--- src/rtl/led_rate_selector.sv ---
// led_rate_selector: debounced button cycles an LED through OFF/SOLID/10/5/2/1 Hz blink modes.
module led_rate_selector #(
  parameter int g_DEBOUNCE_LIMIT = 250000
) (
  input  logic       i_Clk,
  input  logic       i_Rst_L,
  input  logic       i_Switch,
  input  logic       i_Blink_10HZ,
  input  logic       i_Blink_5HZ,
  input  logic       i_Blink_2HZ,
  input  logic       i_Blink_1HZ,
  output logic       o_LED,
  output logic [2:0] o_Mode
);
  localparam int CW = $clog2(g_DEBOUNCE_LIMIT);
  localparam logic [CW-1:0] LIM = CW'(g_DEBOUNCE_LIMIT - 1);

  typedef enum logic [2:0] {OFF, SOLID, HZ10, HZ5, HZ2, HZ1} mode_t;

  logic          sync1_q, sync2_q, deb_q, deb_d, prev_q, adv_q, led_q, led_d;
  logic [CW-1:0] cnt_q, cnt_d;
  mode_t         mode_q, mode_d;
  logic          diff, at_lim;

  assign diff   = sync2_q ^ deb_q;
  assign at_lim = cnt_q == LIM;
  assign cnt_d  = (diff && !at_lim) ? cnt_q + 1'b1 : '0;
  assign deb_d  = (diff && at_lim) ? sync2_q : deb_q;

  // Unreachable codes 6/7 fall back to OFF regardless of the advance pulse.
  assign mode_d = (mode_q > HZ1) ? OFF :
                  !adv_q ? mode_q :
                  (mode_q == HZ1) ? OFF : mode_t'(mode_q + 3'd1);

  always_comb begin
    led_d = 1'b0;
    case (mode_q)
      SOLID:   led_d = 1'b1;
      HZ10:    led_d = i_Blink_10HZ;
      HZ5:     led_d = i_Blink_5HZ;
      HZ2:     led_d = i_Blink_2HZ;
      HZ1:     led_d = i_Blink_1HZ;
      default: led_d = 1'b0;
    endcase
  end

  always_ff @(posedge i_Clk or negedge i_Rst_L) begin
    if (!i_Rst_L) begin
      sync1_q <= 1'b0;
      sync2_q <= 1'b0;
      deb_q   <= 1'b0;
      cnt_q   <= '0;
      prev_q  <= 1'b0;
      adv_q   <= 1'b0;
      mode_q  <= OFF;
      led_q   <= 1'b0;
    end else begin
      sync1_q <= i_Switch;
      sync2_q <= sync1_q;
      deb_q   <= deb_d;
      cnt_q   <= cnt_d;
      prev_q  <= deb_q;
      adv_q   <= prev_q & ~deb_q;
      mode_q  <= mode_d;
      led_q   <= led_d;
    end
  end

  assign o_LED  = led_q;
  assign o_Mode = mode_q;
endmodule
--- config.mk ---
export PLATFORM = sky130hd
export DESIGN_NAME = led_rate_selector
export DESIGN_NICKNAME = d
export VERILOG_FILES = /design/src/rtl/led_rate_selector.sv
export SDC_FILE = /design/constraint.sdc
export NUM_CORES = 1
export LEC_CHECK = 0
export CORE_UTILIZATION = 53
export CTS_BUF_LIST = sky130_fd_sc_hd__clkbuf_4 sky130_fd_sc_hd__clkbuf_8
export CTS_CLUSTER_SIZE = 28
export DETAILED_ROUTE_END_ITERATION = 10
export PLACE_DENSITY = 0.79
export SLEW_MARGIN = 10
export SYNTH_ARGS = -nofsm -noshare
export SYNTH_HDL_FRONTEND = slang
export SYNTH_SLANG_ARGS = --single-unit
--- constraint.sdc ---
create_clock -name i_Clk -period 1.9 [get_ports i_Clk]
set_clock_uncertainty 0.15 [all_clocks]
set_input_delay 0.285 -clock i_Clk [delete_from_list [all_inputs] [get_ports i_Clk]]
set_output_delay 0.285 -clock i_Clk [all_outputs]
set_load 0.005 [all_outputs]
==> results of run 1 <==
power by group:
group,switching (mW),internal [mW]
registers,0.00550,0.582
clock network,0.159,0.0788
logic,0.0271,0.0249
cells in the mapped netlist:
cell type / n / area, um2
sky130_fd_sc_hd__o21ai_1: 1 / 5.00
sky130_fd_sc_hd__ha_1: 2 / 25.0
sky130_fd_sc_hd__nor4_1: 4 / 25.0
sky130_fd_sc_hd__buf_2: 1 / 5.00
sky130_fd_sc_hd__a22o_1: 1 / 8.76
sky130_fd_sc_hd__o211ai_1: 2 / 15.0
sky130_fd_sc_hd__nand2_1: 6 / 22.5
sky130_fd_sc_hd__a21oi_1: 3 / 15.0
sky130_fd_sc_hd__and3_1: 1 / 6.26
sky130_fd_sc_hd__or4_1: 1 / 7.51
sky130_fd_sc_hd__mux2_2: 1 / 11.3
sky130_fd_sc_hd__xor2_1: 2 / 17.5
sky130_fd_sc_hd__dfrtp_1: 27 / 676
sky130_fd_sc_hd__nand3_1: 5 / 25.0
sky130_fd_sc_hd__o21ai_0: 2 / 10.0
sky130_fd_sc_hd__xnor2_1: 16 / 140
sky130_fd_sc_hd__nor2_1: 26 / 97.6
sky130_fd_sc_hd__nor2b_1: 1 / 6.26
sky130_fd_sc_hd__or3_1: 1 / 6.26
sky130_fd_sc_hd__inv_1: 6 / 22.5
sky130_fd_sc_hd__and4_1: 1 / 8.76
sky130_fd_sc_hd__nor4b_1: 1 / 8.76
sky130_fd_sc_hd__nand4_1: 4 / 25.0
sky130_fd_sc_hd__nor3_1: 5 / 25.0
sky130_fd_sc_hd__nand4_4: 2 / 42.5
sky130_fd_sc_hd__and2_1: 1 / 6.26
state kept, by name (all words and copies together) (netlist names):
register and cells:
adv_q 1, cnt_q 18, deb_q 1, o_LED 1, o_Mode 3, prev_q 1
sync1_q 1, sync2_q 1
critical path, cell delays in order (launching register included):
cell	delay, ns
sky130_fd_sc_hd__dfrtp_1	0.48
sky130_fd_sc_hd__inv_1	0.08
sky130_fd_sc_hd__or4_1	0.54
sky130_fd_sc_hd__or3_1	0.35
sky130_fd_sc_hd__a21oi_1	0.15
timing repair:
action,CTS,global route
buffers inserted,0,0
gates resized for setup,0,3
endpoints found under the setup margin,0,1
final timing paths:
path | startpoint | end | cells after the start
setup / recovery | cnt_q[7] | cnt_q[17] | 4
hold / removal | i_Rst_L | cnt_q[11] | 2
setup reg to reg | cnt_q[7] | cnt_q[17] | 4
hold reg to reg | sync1_q | sync2_q | 0
min in group i_Clk | sync1_q | sync2_q | 0
max in group asynchronous | i_Rst_L | cnt_q[5] | 2
per-stage QoR:
stage          hold slack [ns]  utilization  instances  cell area [um2]
2_1_floorplan           -0.161            -        123             1260
3_3_place_gp             0.186        0.658        170             1470
3_5_place_dp             0.186        0.658        170             1470
4_1_cts                  0.171        0.670        174             1500
5_1_grt                  0.202        0.672        174             1500
6_report                 0.161        0.672        174             1500
kinds of logic (layout without fill, tap and decap cells):
| kind of cell | Yosys count | after routing | synth area share |
|---|---|---|---|
| simple gates | 59 | 59 | 0.248 |
| flops | 27 | 27 | 0.535 |
| xor+xnor | 18 | 18 | 0.125 |
| compound gates | 9 | 9 | 0.0426 |
| buf+inv | 7 | 30 | 0.0218 |
| fa+ha+maj | 2 | 2 | 0.0198 |
| mux | 1 | 1 | 0.00891 |
per-layer routing:
| layer | vias to the layer above | part of all wire |
|---|---|---|
| met5 | - | 0 |
| met2 | 12 | 0.51 |
| met3 | 2 | 0.019 |
| li1 | 468 | - |
| met4 | 0 | 0.0076 |
| met1 | 452 | 0.46 |
final cells by class:
| cell class | count | area, um2 |
|---|---|---|
| clock buffers | 3 | 22.5 |
| clock inverters | 1 | 5.00 |
| fillers | 185 | 733 |
| inverters | 6 | 22.5 |
| multi-input cells | 89 | 561 |
| flip-flops and latches | 27 | 679 |
| well taps | 28 | 35.0 |
| repair buffers | 20 | 175 |
==> results.md, run 1 <==
Worst setup path:
- The classification of the worst setup path is register to register.
- The endpoint kind of the worst setup timing path is a register.
- The setup slack on the worst flop-to-flop path is 0.09 ns.
- For the worst setup path, the data required time is 2.00 ns.
- Along the worst path, the maximum fanout reaches 6.
- STA classifies the critical path startpoint as a register.
- The critical path data arrival time is 1.91 ns.

Routing:
- After detailed routing, the number of vias per cell comes to 5.37.
- Across all layers, the routed design uses 934 vias.
- The DRC violation total after the first TritonRoute iteration is 16.
- Summed over all layers, the routed wires come to 2230 um.
- The detail-routed net length per standard cell is 12.8 um.
- The post-route antenna net violation count is 0.
- The number of detailed-route iterations in the first pass is 4.
- After detailed routing, the number of remaining DRC violations is 0.

Placement:
- In this run the tool buffered the top-level ports with 10 buffer cells.
- The pre-CTS setup slack is 0.0733 ns.
- At the end of routability-driven placement, the weighted congestion stood at 0.864.
- The detailed placer's ending HPWL is 1650 um.

Cells and area:
- The share of post-route cells with drive strength above 1 is 0.137.
- The top cell types in the final layout, fill and taps aside, are 26 x sky130_fd_sc_hd__nor2_1, 24 x sky130_fd_sc_hd__dfrtp_1, 16 x sky130_fd_sc_hd__xnor2_1.
- The commonest non-fill, non-tap cell in the layout is sky130_fd_sc_hd__nor2_1.
- The final net count is 156.
- The area overhead of the layout relative to synthesis is 18.7%.
- The number of inserted diodes is 0.

STA:
- The hold violation count in the final report is 0.
- In the finished design, the share of the clock period the worst path needs comes to 0.954.
- Setup total negative slack on the finished layout was measured at 0 ns.
- The final count of negative-setup-slack endpoints is 0.
- For the pin with the worst max-slew slack, the measured transition is 0.368 ns.
- The number of pins exceeding their max-slew limit in the final report is 0.
- Setup repair after global routing left no endpoint under its margin.
- The minimum clock period is 1.81 ns.
- The relative max-transition margin is 0.752.
- The fmax is 552 MHz.
- The post-route worst setup slack is 0.0871 ns.

Status:
- The flow ran to the end, and the final reports show no timing, DRC or antenna violations.

Floorplanning:
- The die extent in y is 50.8 um.
- The x dimension of the die is 50.8 um.
- The die covers 0.00258 mm2.
- The floorplan has 17 rows.
- The starting utilization of the core area is 0.566.
- During I/O placement, the number of pins put on the boundary was 11.
- The core area is 0.00223 mm2.

Yosys:
- The total of warnings raised by yosys is 0.
- The post-synthesis instance area is 0.00126 mm2.
- A synthesized cell averages 10.3 um2.
- The number of storage elements in the synthesis netlist is 27.
- In the synthesized netlist, the number of instances is 123.
- The number of different library cells used by synthesis comes to 26.
- The sequential element share of the synthesized area is 0.535.
- The net count of the mapped netlist is 132.

Power:
- The worst-case vdd ir drop is 0.000489 V.
- The total leakage power is 0.630 nW.
- The total power density per cell area is 585 mW/mm2.
- Total power for the finished layout comes to 0.877 mW.

GRT:
- The first global-routing pass estimated 3750 um of wire.
- In the global route stage, met3 resource usage came out at 0.0357.
- The overall routing resource usage is 0.199.
- The met1 global-route usage is 0.233.
- The number of antenna violations at the first check in global routing is 0.
- After global routing the overflow that remains totals 0.
- The via count of the first global-routing pass is 901.
- The global routing stage identified its most utilized layer as met2.
- For met2 alone, demand over resource in global routing was 0.349.
- Entering global routing, the biggest net connects 28 pins.

Clock network:
- The clock passes through at most 2 buffers.
- The source-to-sink clock delay at the later pin of the worst-skew pair is 0.32 ns.
- CTS built an H-tree with a depth of 1.
- The clock-pin slew reported for the worst setup and hold paths after clock tree synthesis is 0.14 ns.
- TritonCTS built the clock tree.
- Hold repair after CTS inserted 0 buffers.
- CTS saw 27 sinks.
- The CTS buffer count is 3.
- The buffer type at the clock tree root is sky130_fd_sc_hd__clkbuf_4.

Hold path:
- In this run the worst hold path is classified as input pin to async pin.

Flow run:
- The tool flagged a number of max-cap violations equal to 0.
(Power assumes the default switching activity.)
==> run 2, diff against run 1 <==
==> config.mk (replaced) <==
export PLATFORM = sky130hd
export DESIGN_NAME = led_rate_selector
export DESIGN_NICKNAME = d
export VERILOG_FILES = /design/src/rtl/led_rate_selector.sv
export SDC_FILE = /design/constraint.sdc
export NUM_CORES = 1
export LEC_CHECK = 0
export ABC_AREA = 1
export CORE_UTILIZATION = 51
export CTS_CLUSTER_SIZE = 28
export DETAILED_ROUTE_END_ITERATION = 10
export PLACE_DENSITY = 0.76
export SLEW_MARGIN = 10
export SYNTH_ARGS = -nofsm -noshare
export SYNTH_HDL_FRONTEND = slang
export SYNTH_SLANG_ARGS = --single-unit
==> run 2 against run 1 <==
Sequential share of layout area down 2.9 points. Cell count grew 29%. Via count rose by 26%. Largest cell class unchanged. Cell area is 6.2% higher. Clock power increased by 6%. Sequential power about the same. Fmax is 0.40% lower. Clock-buffer cell count is the same.
==> results.md, run 2 <==
Status:
- Result of the run: finished clean (unchanged).

GRT:
- The number of antenna violations at the first check in global routing came to 0 (unchanged).
- The overall routing resource usage came to 0.207 (was 0.199).
- The total global routing overflow is 0 (unchanged).
- The maximum number of pins on one net before global-route repair is 28 (unchanged).
- The wire length of the first global-routing pass is 4360 um (was 3750 um).
- The via count of the first global-routing pass is 1053 (was 901).

Clock network:
- The source-to-sink clock delay at the later pin of the worst-skew pair is 0.33 ns (was 0.32 ns).
- The number of levels in the clock H-tree is 1 (unchanged).
- The count of hold buffers inserted by post-cts repair is 0 (unchanged).
- The TritonCTS clock tree is done (unchanged).
- The clock sink count is 27 (unchanged).
- The clock-pin slew reported for the worst setup and hold paths after clock tree synthesis is 0.15 ns (was 0.14 ns).
- The buffer type at the clock tree root is sky130_fd_sc_hd__clkbuf_4 (unchanged).
- The number of setup buffers added after CTS is 0 (unchanged).
- The maximum clock path buffer count came to 2 (unchanged).
- The CTS buffer count is 3 (unchanged).
- The quantity of gates resized following cts is 0 (unchanged).

Yosys:
- The share of synthesized flip-flops with an asynchronous set or reset came to 1.00 (unchanged).
- The number of instances in the synthesized netlist is 181 (was 123).
- The number of distinct standard cells referenced by the synthesized netlist is 24 (was 26).
- The cell type with the largest total area after synthesis is sky130_fd_sc_hd__dfrtp_1 (unchanged).
- The leading register cell type out of synthesis is sky130_fd_sc_hd__dfrtp_1 (unchanged).
- The post-synthesis average cell area is 7.96 um2 (was 10.3 um2).
- The post-synthesis instance area is 0.00144 mm2 (was 0.00126 mm2).
- Dominant cells by area after synthesis: sky130_fd_sc_hd__dfrtp_1 47%, sky130_fd_sc_hd__nand2_1 11%, sky130_fd_sc_hd__nor2_1 8.9% (was sky130_fd_sc_hd__dfrtp_1 53%, sky130_fd_sc_hd__xnor2_1 11%, sky130_fd_sc_hd__nor2_1 7.7%).
- The number of enable-type register cells in the synthesized netlist was 0 (unchanged).
- The total of warnings raised by yosys is 0 (unchanged).
- The top-area cell type share of the netlist area is 0.469 (was 0.535).
- The sequential element share of the synthesized area came to 0.469 (was 0.535).
- The number of storage elements in the synthesis netlist is 27 (unchanged).
- Most frequent cells after synthesis: 41 x sky130_fd_sc_hd__nand2_1, 34 x sky130_fd_sc_hd__nor2_1, 27 x sky130_fd_sc_hd__dfrtp_1 (was 27 x sky130_fd_sc_hd__dfrtp_1, 26 x sky130_fd_sc_hd__nor2_1, 16 x sky130_fd_sc_hd__xnor2_1).
- The cell with the most instances after synthesis was sky130_fd_sc_hd__nand2_1 (was sky130_fd_sc_hd__dfrtp_1).
- The net count of the mapped netlist is 190 (was 132).

STA:
- The minimum clock period is 1.82 ns (was 1.81 ns).
- The period utilization is 0.958 (was 0.954).
- The relative max-transition margin was 0.778 (was 0.752).
- The fmax is 549 MHz (was 552 MHz).
- The final count of negative-setup-slack endpoints is 0 (unchanged).
- The worst hold margin is 0.169 ns (was 0.161 ns).
- The hold violation count in the final report was 0 (unchanged).
- Unrepaired setup endpoints after global routing: no (unchanged).
- The slew at the pin closest to its max-slew limit is 0.332 ns (was 0.368 ns).
- The number of pins exceeding their max-slew limit in the final report is 0 (unchanged).
- The summed negative setup slack over all endpoints is 0 ns (unchanged).

Cells and area:
- The commonest non-fill, non-tap cell in the layout was sky130_fd_sc_hd__nand2_1 (was sky130_fd_sc_hd__nor2_1).
- The final design utilization is 0.620 (was 0.672).
- The share of post-route cells with drive strength above 1 is 0.0876 (was 0.137).
- The final net count is 204 (was 156).
- The final design instance area without fill was 0.00159 mm2 (was 0.00150 mm2).
- Most frequent cells in the layout: 41 x sky130_fd_sc_hd__nand2_1, 34 x sky130_fd_sc_hd__nor2_1, 27 x sky130_fd_sc_hd__dfrtp_1 (was 26 x sky130_fd_sc_hd__nor2_1, 24 x sky130_fd_sc_hd__dfrtp_1, 16 x sky130_fd_sc_hd__xnor2_1).
- The register containing the most flip-flops in the final layout is cnt_q (unchanged).
- The flip-flop count of the largest register, all copies and words added was 18 (unchanged).
- The number of filler cells placed in the layout was 239 (was 185).
- The area overhead of the layout relative to synthesis was 10.5% (was 18.7%).
- The number of inserted diodes came to 0 (unchanged).

Worst setup path:
- The cell type group with the largest total delay on the critical path was buffers and inverters (was simple AND/OR/NAND/NOR gates).
- The critical path required time is 1.46 ns (was 2.00 ns).
- The delay of the slowest cell on the worst path is 0.55 ns (was 0.54 ns).
- The endpoint kind of the worst setup timing path is an output port (was register).
- Cell-by-cell listing of the critical path: clkdlybuf4s50_1 (was inv_1 -> or4_1 -> or3_1 -> a21oi_1).
- The kind of start point of the critical path is a register (unchanged).
- The combined buffer and inverter count along the critical path came to 1 (unchanged).
- The maximum fanout encountered on the critical timing path was 9 (was 6).
- The classification of the worst setup path is register to output port (was register to register).
- The standard cell with the maximum stage delay on the critical path is sky130_fd_sc_hd__clkdlybuf4s50_1 (was sky130_fd_sc_hd__or4_1).
- The critical path data arrival time is 1.39 ns (was 1.91 ns).

Placement:
- The number of input and output port buffers inserted is 10 (unchanged).
- The detailed placer's ending HPWL is 1990 um (was 1650 um).
- The total placed instance area came to 0.00156 mm2 (was 0.00147 mm2).
- The weighted congestion at the end of routability-driven global placement was 0.908 (was 0.864).

Routing:
- The post-route antenna net violation count is 0 (unchanged).
- The number of remaining DRC errors is 0 (unchanged).
- The via count normalized by instance count is 5.27 (was 5.37).
- The routed wire length is 2650 um (was 2230 um).
- The total number of vias was 1181 (was 934).
- The DRC violation total after the first TritonRoute iteration came to 20 (was 16).
- The detail-routed net length per standard cell came to 11.8 um (was 12.8 um).
- The number of detailed-route iterations in the first pass is 4 (unchanged).

Power:
- The total leakage power is 0.689 nW (was 0.630 nW).
- The switching power summed over all nets is 0.205 mW (was 0.192 mW).
- The share of total power in sequential cells is 0.664 (was 0.669).
- The net switching fraction of the power is 0.231 (was 0.219).
- The worst-case vdd ir drop is 0.000492 V (was 0.000489 V).
- The internal power is 0.682 mW (was 0.686 mW).
- The share of total power in the clock network was 0.285 (was 0.271).
- The total power density per cell area is 556 mW/mm2 (was 585 mW/mm2).
- The combinational share of power was 0.051 (was 0.059).

Hold path:
- The worst hold path class was input pin to async pin (unchanged).

Floorplanning:
- The x dimension of the die came to 55.2 um (was 50.8 um).
- The area of the die was 0.00304 mm2 (was 0.00258 mm2).
- The number of ports placed on the die boundary was 11 (unchanged).
- The number of core rows is 18 (was 17).
- The starting utilization of the core area is 0.561 (was 0.566).
- The die extent in y came to 55.2 um (was 50.8 um).
- The core area was 0.00257 mm2 (was 0.00223 mm2).

Flow run:
- The number of max-cap violations is 0 (unchanged).
## run 2: changes by cell type in the layout (fill, tap and decap cells not counted), moves of 6 or more
cell                      previous run  this run
sky130_fd_sc_hd__nand2_1             6        41
sky130_fd_sc_hd__nor2_2              0         6
sky130_fd_sc_hd__xnor2_1            16         1
sky130_fd_sc_hd__nand3_1             5        12
sky130_fd_sc_hd__inv_1               6        22
sky130_fd_sc_hd__buf_4              10         1
sky130_fd_sc_hd__nor2_1             26        34
## run 2: per-layer routing
layer / routed length [um] / track usage / vias up / part of all wire
li1: - / - / 598 / -
met1: 1250 / 0.260 / 562 / 0.47
met2: 1290 / 0.365 / 17 / 0.49
met3: 71 / 0.0246 / 4 / 0.027
met4: 40 / 0.0750 / 0 / 0.015
met5: 0 / 0 / - / 0
## run 2: kinds of logic (layout without fill, tap and decap cells)
logic type | after synthesis | after routing | synth area share
AO/OA/AOI/OAI | 10 | 10 | 0.0434
adder cells (fa/ha/maj) | 2 | 2 | 0.0174
XOR/XNOR | 8 | 8 | 0.0486
flip-flops | 27 | 27 | 0.469
AND/OR/NAND/NOR | 110 | 110 | 0.348
buffers and inverters | 24 | 37 | 0.0738
## run 2: layout make-up
class / count / area, um2 / area share
Clock inverter: 1 / 7.51 / 0.00471
Tap cell: 30 / 37.5 / 0.0236
Sequential cell: 27 / 676 / 0.424
Clock buffer: 3 / 22.5 / 0.0141
Inverter: 22 / 82.6 / 0.0518
Multi-Input combinational cell: 130 / 659 / 0.414
Timing Repair Buffer: 11 / 108 / 0.0676
## run 2: through the flow
step	total power, mW	setup slack, ns	cells
6_report	0.886	0.0798	224
5_1_grt	0.922	0.00260	224
4_1_cts	0.897	0.0731	224
3_5_place_dp	0.646	0.305	220
3_3_place_gp	0.643	0.352	220
2_1_floorplan	0.620	0.434	181
## run 2: path summary, 6_finish.rpt
path	startpoint	to	slack, ns	cells after the start
setup / recovery	o_Mode[0]	o_Mode[0]	0.08	1
hold / removal	i_Rst_L	o_Mode[2]	0.17	2
setup reg to reg	cnt_q[0]	cnt_q[16]	0.28	8
hold reg to reg	sync1_q	sync2_q	0.22	0
max in group asynchronous	i_Rst_L	cnt_q[17]	1.17	2
min in group i_Clk	sync1_q	sync2_q	0.22	0
## run 2: power groups by stage
stage / Sequential [mW] / Combinational (mW) / Clock, mW
after global routing: 0.590 / 0.0521 / 0.279
after detailed placement: 0.600 / 0.0468 / 0
after floorplan: 0.598 / 0.0217 / 0
final: 0.588 / 0.0456 / 0.252
after CTS: 0.589 / 0.0472 / 0.261
after global placement: 0.599 / 0.0448 / 0
==> run 3, diff against run 2 <==
==> constraint.sdc (replaced) <==
create_clock -name i_Clk -period 1.9 [get_ports i_Clk]
set_clock_uncertainty 0.15 [all_clocks]
set_input_delay 0.475 -clock i_Clk [delete_from_list [all_inputs] [get_ports i_Clk]]
set_output_delay 0.475 -clock i_Clk [all_outputs]
set_load 0.005 [all_outputs]
==> run 3 against run 2 <==
Wire length rose by 0.26%. Critical path depth unchanged. Non-clock buffer count increased by 3. Combinational power fell by 4%. Worst setup slack got worse by 0.0096 ns. Flip-flop and latch count unchanged. Fmax is 0.52% lower. Cell count increased by 1.3%. Worst hold slack better by 0.050 ns. First-iteration DRC count rose by 20%. Cell area rose by 1.7%. Critical endpoint is now o_Mode[2]. Highest routed layer unchanged.
==> results.md, run 3 (synthesis gave the netlist of run 2 again) <==
STA:
- The fmax is 547 MHz (was 549 MHz).
- The hold violation count in the final report came to 0 (unchanged).
- The period utilization is 0.963 (was 0.958).
- The number of pins exceeding their max-slew limit in the final report is 0 (unchanged).
- The relative max-transition margin is 0.776 (was 0.778).
- The slew at the pin closest to its max-slew limit is 0.335 ns (was 0.332 ns).
- The worst hold margin came to 0.219 ns (was 0.169 ns).
- The summed negative setup slack over all endpoints is 0 ns (unchanged).
- The final count of negative-setup-slack endpoints is 0 (unchanged).
- The minimum clock period is 1.83 ns (was 1.82 ns).
- Unrepaired setup endpoints after global routing: no (unchanged).

Cells and area:
- The share of post-route cells with drive strength above 1 is 0.112 (was 0.0876).
- The register containing the most flip-flops in the final layout was cnt_q (unchanged).
- The final design utilization is 0.631 (was 0.620).
- Most frequent cells in the layout: 41 x sky130_fd_sc_hd__nand2_1, 34 x sky130_fd_sc_hd__nor2_1, 25 x sky130_fd_sc_hd__dfrtp_1 (was 41 x sky130_fd_sc_hd__nand2_1, 34 x sky130_fd_sc_hd__nor2_1, 27 x sky130_fd_sc_hd__dfrtp_1).
- The final net count came to 207 (was 204).
- The flip-flop count of the largest register, all copies and words added is 18 (unchanged).
- The number of inserted diodes is 0 (unchanged).
- The area overhead of the layout relative to synthesis came to 12.4% (was 10.5%).
- The commonest non-fill, non-tap cell in the layout is sky130_fd_sc_hd__nand2_1 (unchanged).
- The final design instance area without fill came to 0.00162 mm2 (was 0.00159 mm2).

Floorplanning:
- The die extent in y is 55.2 um (unchanged).
- The area of the die is 0.00304 mm2 (unchanged).
- The x dimension of the die is 55.2 um (unchanged).
- The starting utilization of the core area is 0.561 (unchanged).
- The core area is 0.00257 mm2 (unchanged).
- The number of core rows is 18 (unchanged).
- The number of ports placed on the die boundary came to 11 (unchanged).

GRT:
- The total global routing overflow is 0 (unchanged).
- The overall routing resource usage is 0.217 (was 0.207).
- The wire length of the first global-routing pass is 4600 um (was 4360 um).
- The via count of the first global-routing pass was 1097 (was 1053).
- The maximum number of pins on one net before global-route repair is 28 (unchanged).
- The number of antenna violations at the first check in global routing is 0 (unchanged).

Clock network:
- The buffer type at the clock tree root is sky130_fd_sc_hd__clkbuf_4 (unchanged).
- The TritonCTS clock tree is done (unchanged).
- The clock sink count was 27 (unchanged).
- The CTS buffer count is 3 (unchanged).
- The maximum clock path buffer count is 2 (unchanged).
- The count of hold buffers inserted by post-cts repair is 0 (unchanged).
- The clock-pin slew reported for the worst setup and hold paths after clock tree synthesis was 0.15 ns (about the same).
- The source-to-sink clock delay at the later pin of the worst-skew pair is 0.33 ns (about the same).
- The number of levels in the clock H-tree is 1 (unchanged).

Placement:
- The total placed instance area is 0.00156 mm2 (unchanged).
- The weighted congestion at the end of routability-driven global placement is 0.894 (was 0.908).
- The number of input and output port buffers inserted is 10 (unchanged).
- The detailed placer's ending HPWL came to 1930 um (was 1990 um).

Status:
- Result of the run: finished clean (unchanged).

Routing:
- The detail-routed net length per standard cell is 11.7 um (was 11.8 um).
- The routed wire length was 2660 um (was 2650 um).
- The via count normalized by instance count is 5.14 (was 5.27).
- The number of remaining DRC errors is 0 (unchanged).
- The total number of vias is 1167 (was 1181).
- The DRC violation total after the first TritonRoute iteration is 24 (was 20).
- The post-route antenna net violation count came to 0 (unchanged).
- The number of detailed-route iterations in the first pass is 4 (unchanged).

Worst setup path:
- The cell type group with the largest total delay on the critical path is buffers and inverters (unchanged).
- The combined buffer and inverter count along the critical path came to 1 (unchanged).
- The maximum fanout encountered on the critical timing path came to 2 (was 9).
- The critical path required time is 1.27 ns (was 1.46 ns).
- The classification of the worst setup path was register to output port (unchanged).
- The delay of the slowest cell on the worst path is 0.49 ns (was 0.55 ns).
- The endpoint kind of the worst setup timing path is an output port (unchanged).
- Cell-by-cell listing of the critical path: clkdlybuf4s50_1 (unchanged).
- The standard cell with the maximum stage delay on the critical path is sky130_fd_sc_hd__clkdlybuf4s50_1 (unchanged).
- The kind of start point of the critical path is a register (unchanged).
- The setup slack on the worst flop-to-flop path is 0.27 ns (was 0.28 ns).
- The critical path data arrival time is 1.20 ns (was 1.39 ns).

Power:
- The total leakage power is 0.721 nW (was 0.689 nW).
- The overall power after layout is 0.889 mW (was 0.886 mW).
- The total power density per cell area is 549 mW/mm2 (was 556 mW/mm2).
- The worst-case vdd ir drop is 0.000477 V (was 0.000492 V).

Hold path:
- The worst hold path class is register to register (was input pin to async pin).

Flow run:
- The number of max-cap violations is 0 (unchanged).
## run 3: layer usage
| metal | track usage | up-vias | part of all wire |
|---|---|---|---|
| li1 | - | 598 | - |
| met2 | 0.363 | 21 | 0.46 |
| met5 | 0 | - | 0 |
| met1 | 0.279 | 542 | 0.48 |
| met4 | 0.0750 | 0 | 0.015 |
| met3 | 0.0437 | 6 | 0.043 |
## run 3: final timing paths
kind,from,end,depth (start not counted)
worst max register to register,cnt_q[0],cnt_q[16],8
worst min-delay path,sync1_q,sync2_q,0
worst min register to register,sync1_q,sync2_q,0
min in group asynchronous,i_Rst_L,o_Mode[2],2
max in group asynchronous,i_Rst_L,o_Mode[0],2
worst max-delay path,o_Mode[2],o_Mode[2],1
## run 3: what timing repair did
action / 4_1_cts / 5_1_grt
buffers inserted: 3 / 0
gates resized for setup: 2 / 1
endpoints found under the setup margin: 3 / 1
endpoints found under the hold margin: 0 / 0
## run 3: area by class of cell
cell class                      instances  area [um2]
Tap cell                               30        37.5
Clock inverter                          1        7.51
Clock buffer                            3        22.5
Fill cell                             236         947
Sequential cell                        27         678
Inverter                               22        82.6
Timing Repair Buffer                   14         133
Multi-Input combinational cell        130         659
## run 3: worst reg2reg max path, delay by kind of cell (launching register included)
kind	cells	cell delay, ns
adder cells (fa/ha/maj)	1	0.22
flip-flops	1	0.43
AND/OR/NAND/NOR	7	0.72
## run 3: metrics by stage
| step | setup WS, ns | cells |
|---|---|---|
| finish | 0.0702 | 227 |
| global route | 0.00241 | 227 |
| CTS | 0.0256 | 227 |
| detailed placement | 0.266 | 220 |
| global placement | 0.300 | 220 |
| floorplan | 0.434 | 181 |
## run 3: power breakdown
part / internal, mW / switching, mW / total, mW
clock: 0.0806 / 0.176 / 0.257
combinational: 0.0189 / 0.0251 / 0.0440
sequential: 0.582 / 0.00631 / 0.588
